File: src/rtl/sme_pattern_parser_pkg.sv
// ============================================================================
//  Module   : sme_pattern_parser_pkg
//  Purpose  : Shared metacharacter codes and FSM encoding for the pattern parser
//  Revision : 1.0
// ============================================================================
`default_nettype none

package sme_pattern_parser_pkg;

    localparam logic [7:0] CH_HEAD = 8'h5E;
    localparam logic [7:0] CH_TAIL = 8'h24;
    localparam logic [7:0] CH_ANY  = 8'h2E;
    localparam logic [7:0] CH_STAR = 8'h2A;
    localparam logic [7:0] CH_NUL  = 8'h00;

    localparam logic [1:0] ST_IDLE    = 2'd0;
    localparam logic [1:0] ST_CAPTURE = 2'd1;
    localparam logic [1:0] ST_HOLD    = 2'd2;

endpackage

`default_nettype wire

File: src/rtl/sme_char_class.sv
// ============================================================================
//  Module   : sme_char_class
//  Purpose  : Combinational classifier for one pattern character
//  Revision : 1.0
// ============================================================================
`default_nettype none

module sme_char_class
    import sme_pattern_parser_pkg::*;
(
    input  logic [7:0] i_chardata,
    input  logic       i_is_first,
    output logic       o_is_head,
    output logic       o_is_star,
    output logic       o_is_any,
    output logic       o_is_tok
);

    // '^' is only an anchor in the first position; anywhere else it is a literal.
    assign o_is_head = i_is_first && (i_chardata == CH_HEAD);
    assign o_is_star = (i_chardata == CH_STAR);
    assign o_is_any  = (i_chardata == CH_ANY);
    assign o_is_tok  = !o_is_head && !o_is_star;

endmodule

`default_nettype wire

File: src/rtl/sme_pattern_parser.sv
// ============================================================================
//  Module   : sme_pattern_parser
//  Purpose  : Compiles the serial pattern stream into a held token record
//  Revision : 1.0
// ============================================================================
`default_nettype none

module sme_pattern_parser
    import sme_pattern_parser_pkg::*;
#(
    parameter int MAX_TOK = 8,
    parameter int TOK_W   = 4
) (
    input  logic                 clk,
    input  logic                 reset,
    input  logic [7:0]           chardata,
    input  logic                 ispattern,
    input  logic                 pat_ack,
    output logic                 pat_valid,
    output logic [8*MAX_TOK-1:0] tok_char,
    output logic [MAX_TOK-1:0]   tok_any,
    output logic [TOK_W-1:0]     tok_len,
    output logic                 anchor_head,
    output logic                 anchor_tail,
    output logic                 star_en,
    output logic [TOK_W-1:0]     star_pos,
    output logic                 pat_err
);

    logic [1:0]           r_state;
    logic [1:0]           w_state_nxt;

    logic [8*MAX_TOK-1:0] r_tok_char,  w_tok_char;
    logic [MAX_TOK-1:0]   r_tok_any,   w_tok_any;
    logic [TOK_W-1:0]     r_cnt,       w_cnt;
    logic                 r_head,      w_head;
    logic                 r_tail,      w_tail;
    logic                 r_star_en,   w_star_en;
    logic [TOK_W-1:0]     r_star_pos,  w_star_pos;
    logic                 r_err,       w_err;
    logic                 r_pend,      w_pend;
    logic [TOK_W-1:0]     r_pend_idx,  w_pend_idx;

    logic w_start;
    logic w_finalize;
    logic w_is_head;
    logic w_is_star;
    logic w_is_any;
    logic w_is_tok;

    // Any pattern char outside CAPTURE opens a fresh record, including from HOLD.
    assign w_start    = ispattern && (r_state != ST_CAPTURE);
    assign w_finalize = (r_state == ST_CAPTURE) && !ispattern;

    sme_char_class u_char_class (
        .i_chardata (chardata),
        .i_is_first (w_start),
        .o_is_head  (w_is_head),
        .o_is_star  (w_is_star),
        .o_is_any   (w_is_any),
        .o_is_tok   (w_is_tok)
    );

    always_ff @(posedge clk or posedge reset) begin
        if (reset) begin
            r_state <= ST_IDLE;
        end else begin
            r_state <= w_state_nxt;
        end
    end

    always_comb begin
        w_state_nxt = r_state;
        case (r_state)
            ST_IDLE:    if (ispattern)  w_state_nxt = ST_CAPTURE;
            ST_CAPTURE: if (!ispattern) w_state_nxt = ST_HOLD;
            ST_HOLD: begin
                if (ispattern)    w_state_nxt = ST_CAPTURE;
                else if (pat_ack) w_state_nxt = ST_IDLE;
            end
            default:            w_state_nxt = ST_IDLE;
        endcase
    end

    always_comb begin
        pat_valid = (r_state == ST_HOLD);
    end

    // Working record update: clear on start, then fold in the current char.
    always_comb begin
        w_tok_char = r_tok_char;
        w_tok_any  = r_tok_any;
        w_cnt      = r_cnt;
        w_head     = r_head;
        w_tail     = r_tail;
        w_star_en  = r_star_en;
        w_star_pos = r_star_pos;
        w_err      = r_err;
        w_pend     = r_pend;
        w_pend_idx = r_pend_idx;

        if (w_start) begin
            w_tok_char = '0;
            w_tok_any  = '0;
            w_cnt      = '0;
            w_head     = 1'b0;
            w_tail     = 1'b0;
            w_star_en  = 1'b0;
            w_star_pos = '0;
            w_err      = 1'b0;
            w_pend     = 1'b0;
            w_pend_idx = '0;
        end

        if (ispattern) begin
            w_pend = 1'b0;
            if (w_is_head) begin
                w_head = 1'b1;
            end else if (w_is_star) begin
                if (w_star_en) begin
                    w_err = 1'b1;
                end else begin
                    w_star_en  = 1'b1;
                    w_star_pos = w_cnt;
                end
            end else if (w_is_tok) begin
                if (w_cnt == TOK_W'(MAX_TOK)) begin
                    w_err = 1'b1;
                end else begin
                    for (int i = 0; i < MAX_TOK; i++) begin
                        if (w_cnt == TOK_W'(i)) begin
                            w_tok_char[8*i +: 8] = chardata;
                            w_tok_any[i]         = w_is_any;
                        end
                    end
                    w_pend     = (chardata == CH_TAIL);
                    w_pend_idx = w_cnt;
                    w_cnt      = w_cnt + TOK_W'(1);
                end
            end
        end

        // A trailing '$' becomes the tail anchor instead of a token.
        if (w_finalize) begin
            if (r_pend) begin
                w_cnt  = r_cnt - TOK_W'(1);
                w_tail = 1'b1;
                w_pend = 1'b0;
                for (int i = 0; i < MAX_TOK; i++) begin
                    if (r_pend_idx == TOK_W'(i)) begin
                        w_tok_char[8*i +: 8] = CH_NUL;
                        w_tok_any[i]         = 1'b0;
                    end
                end
            end
            if (w_star_pos > w_cnt) begin
                w_star_pos = w_cnt;
            end
        end
    end

    always_ff @(posedge clk or posedge reset) begin
        if (reset) begin
            r_tok_char <= '0;
            r_tok_any  <= '0;
            r_cnt      <= '0;
            r_head     <= 1'b0;
            r_tail     <= 1'b0;
            r_star_en  <= 1'b0;
            r_star_pos <= '0;
            r_err      <= 1'b0;
            r_pend     <= 1'b0;
            r_pend_idx <= '0;
        end else begin
            r_tok_char <= w_tok_char;
            r_tok_any  <= w_tok_any;
            r_cnt      <= w_cnt;
            r_head     <= w_head;
            r_tail     <= w_tail;
            r_star_en  <= w_star_en;
            r_star_pos <= w_star_pos;
            r_err      <= w_err;
            r_pend     <= w_pend;
            r_pend_idx <= w_pend_idx;
        end
    end

    assign tok_char    = r_tok_char;
    assign tok_any     = r_tok_any;
    assign tok_len     = r_cnt;
    assign anchor_head = r_head;
    assign anchor_tail = r_tail;
    assign star_en     = r_star_en;
    assign star_pos    = r_star_pos;
    assign pat_err     = r_err;

endmodule

`default_nettype wire

File: config.mk
export PLATFORM = sky130hd
export DESIGN_NAME = sme_pattern_parser
export DESIGN_NICKNAME = d
export VERILOG_FILES = /design/src/rtl/sme_pattern_parser_pkg.sv /design/src/rtl/sme_char_class.sv /design/src/rtl/sme_pattern_parser.sv
export SDC_FILE = /design/constraint.sdc
export NUM_CORES = 1
export LEC_CHECK = 0
export ABC_AREA = 1
export BUFFER_PORTS_ARGS = -buffer_cell sky130_fd_sc_hd__buf_2
export CAP_MARGIN = 10
export CORE_ASPECT_RATIO = 0.7
export CORE_MARGIN = 2
export CORE_UTILIZATION = 50
export DETAILED_ROUTE_END_ITERATION = 7
export GPL_TIMING_DRIVEN = 1
export HOLD_SLACK_MARGIN = 0.02
export PLACE_DENSITY = 0.76
export SYNTH_ARGS = -nofsm -noshare
export SYNTH_HDL_FRONTEND = slang
export SYNTH_SLANG_ARGS = --single-unit
File: constraint.sdc
create_clock -name clk -period 2.8 [get_ports clk]
set_clock_uncertainty 0.1 [all_clocks]
set_input_delay 0.28 -clock clk [delete_from_list [all_inputs] [get_ports clk]]
set_output_delay 0.28 -clock clk [all_outputs]
set_load 0.02 [all_outputs]
==> summary.md <==
| Metric | Value |
|---|---|
| Status | `complete, no violations` |
| Congestion Overflow GR | `0` |
| Largest net degree at the start of global routing | `53` |
| Area growth syn-to-layout | `24.6%` |
| Average size of a mapped cell | `roughly 8 um2` |
| Total clock sinks | `91` |
| Post-Syn Nets | `approximately 650` |
| Synth top cells by count | `170 x nand2_1, 91 x dfrtp_1, 62 x a21oi_1` |
| Ys async rst share | `between 90% and 100%` |
| FILL cells | `between 800 and 900` |
| Post-DP HPWL | `between 10000 and 15000 um` |
| First-pass GRT wire length | `between 20000 and 25000 um` |
| Setup violators final | `0` |
| CTS tree | `built` |
| Syn. warnings | `0` |
| Count leader, synth | `nand2_1` |
| Cell area after layout | `6080 um2` |
| Worst-path clk slew | `roughly 0.06 ns` |
| Multi-input gate area | `around 2400 um2` |
| Synth top area share | `46.7%` |
| Die height | `between 80 and 90 um` |
| Max incr delay on CP | `between 0.3 and 0.4 ns` |
| Vias in the first global route | `4494` |
| Final hold violations | `0` |
| Longest Clk Path Bufs | `2` |
| Worst path arrival time | `around 2.8 ns` |
| Setup TNS | `0 ns` |
| Slew Limit Fails | `0` |
| CP most frequent cell | `nand2_1` |
| Hold Path Depth | `4` |
| DRT Pass-1 Iters | `6` |
| Post-route DRC | `0` |
| CP cell instances | `nand2_2, nand2_4, nand2_2, inv_1, ha_1, inv_1, nand3_1, nand2_1, nand2_1, inv_1, nand2_1, nand4_1, nand2_1, ha_1, nand2_1, o21ai_1, nand3_2, inv_2, nand3_1, nand2_1` |
| IO buf count | `96` |
| Required time of the critical path | `just under 3 ns` |
| Rows | `30` |
| Worst R2R Path Depth | `20` |
| Synthesized flop and latch total | `91` |
| Starting density of the core | `about half` |
| VDD IR max | `~0.00039 V` |
| Distinct cells, synth | `33` |
| Sequential cell area | `2280 um2` |
| Final core occ | `63.3%` |
| Cell Pwr Density | `between 800 and 900 nW/um2` |
| Antenna Nets Post-Route | `0` |
| Vias | `approximately 5000` |
| Die Width | `122 um` |
| CTS HTree Levels | `3` |
| WL final | `15100 um` |
| Path category of the worst min-delay check | `in2reg` |
| FF-to-FF End | `star_pos[0]` |
| Hold Path Origin | `pat_ack` |
| Synth area leaders | `dfrtp_1 47%, nand2_1 13%, a21oi_1 6.4%, o21ai_0 5.7%, nor2_1 4.5%` |
| Root buffer selected by CTS | `clkbuf_16` |
| Total die area | `roughly 11000 um2` |
| Nets@finish | `between 700 and 800` |
| Max-cap violations | `0` |
| Final period utilization | `93.6%` |
| Num ports | `97` |
| Drt via density | `5.68` |
| Yosys top cell by area | `dfrtp_1` |
| Crit-path slowest cell | `dfrtp_1` |
| Worst Hold Endpoint | `r_state[1]` |
| Tmin final | `2.62 ns` |
| Core area | `9610 um2` |
| Routed WL per cell | `17.3 um` |
| Worst r2r src | `r_state[0]` |
| Tightest Pin Transition | `roughly 0.70 ns` |
| WS Path Type | `reg2reg` |
| Mapped Cells | `between 600 and 700` |
| Crit end category | `flip-flop` |
| Startpoint type of the worst setup path | `flip-flop` |
| Initial antenna violation count | `0` |
| Iteration-0 DRC Markers | `roughly 550` |
| Reg2Reg Setup Slack | `approximately 0.18 ns` |
| RD Place Congestion | `about 1` |
| Post-synthesis sequential area ratio | `between 40% and 50%` |
| Fmax | `382 MHz` |
| Primary FF master, synth | `dfrtp_1` |
| GRT Total Usage | `between 20% and 30%` |
| Num CTS Buffers | `9` |
| Slew headroom | `53.4%` |
| Share of layout cells above drive strength 1 | `roughly 24%` |
| Post-synth EDFFs | `0` |
| P_leak | `around 3.3 nW` |
| Latest clock arrival within the worst-skew pair | `~0.35 ns` |
| DP Cell Count | `approximately 850` |
| Non-Filler Instances | `just under 900` |
| Ant diodes | `0` |
| Area after DPL | `approximately 5600 um2` |
| Synthesized area | `slightly below 5000 um2` |
| Worst-path fanout max | `5` |
## logic make-up after synthesis
family / synth area share, %
fa+ha+maj: 2.31
simple gates: 27.5
xor+xnor: 0.359
flops: 46.7
compound gates: 17.5
buf+inv: 5.67
## cell type report
cell class              instances  share of cell area [%]
inverters                      52                    3.27
well taps                     128                    2.63
multi-input cells             465                    39.2
repair buffers                121                    11.7
clock inverters                 7                    2.00
clock buffers                   9                    3.71
flip-flops and latches         91                    37.5
## metrics by stage
| stage | total power, W | hold WS [ns] | setup slack, ns |
|---|---|---|---|
| global placement | 0.00349 | 0.297 | 0.0868 |
| global route | 0.00526 | 0.174 | -0.00375 |
| CTS | 0.00495 | 0.101 | 0.0222 |
| detailed placement | 0.00353 | 0.306 | -0.0543 |
| finish | 0.00500 | 0.0969 | 0.180 |
| floorplan | 0.00293 | 0.346 | 0.00915 |
## layout by cell type (no fill, tap or decap), drive strengths merged
master,count
bufinv,3
or2,1
o21a,1
clkinv,2
nor3,6
o211ai,9
o221ai,2
ha,9
a21boi,8
inv,54
buf,119
o22ai,1
a211oi,9
xor2,1
dlygate4sd3,1
nand2,180
o21ai,63
nor2,66
nand4,5
clkbuf,10
nor4,1
dfrtp,91
nand3,40
a21oi,62
xnor2,1
## what timing repair did
action | in CTS | in global routing
pin swaps | 1 | 2
hold buffers | 1 | 0
gates resized for setup | 2 | 17
buffers inserted | 2 | 1
gates cloned | 0 | 1
endpoints found under the setup margin | 4 | 4
hold endpoints to repair | 39 | 0
## where the power goes
group | switching, W | internal, W | leakage, nW | total [W]
logic | 0.00116 | 0.000594 | 1.91 | 0.00176
clock network | 0.000535 | 0.000880 | 0.171 | 0.00141
registers | 0.000229 | 0.00160 | 1.23 | 0.00183
total | 0.00193 | 0.00307 | 3.31 | 0.00500
## worst max path at each step
stage	startpoint	end	slack (ns)	cells after the start
6_report	r_state[0]	star_pos[0]	0.18	20
5_1_grt	r_state[1]	star_pos[0]	-0.004	21
4_1_cts	r_state[1]	star_pos[0]	0.02	21
3_5_place_dp	r_state[1]	star_pos[0]	-0.05	18
3_3_place_gp	chardata[6]	star_pos[1]	0.09	16
2_1_floorplan	r_state[0]	star_pos[0]	0.009	20
## critical path, delay by kind of cell (launching register included)
family / cells / cell delay (ns)
AND/OR/NAND/NOR: 13 / 1.07
adder cells (fa/ha/maj): 2 / 0.54
flip-flops: 1 / 0.39
buffers and inverters: 4 / 0.31
AO/OA/AOI/OAI: 1 / 0.15
## metal layers
layer	share of wire, %	wire length (um)	global-route usage, %	vias to the layer above
met4	1.9	285	9.93	0
met1	44	6700	43.4	2350
met2	43	6540	40.1	281
met5	0	0	0	-
met3	10	1570	6.91	24
li1	-	-	-	2303
## sequential cells by signal (all words and copies together) (netlist names), 2 cells and up
signal / flops
tok_len: 4
star_pos: 4
tok_any: 8
r_state: 2
tok_char: 64
r_pend_idx: 4
No activity file was read; power rests on OpenSTA's default activity.
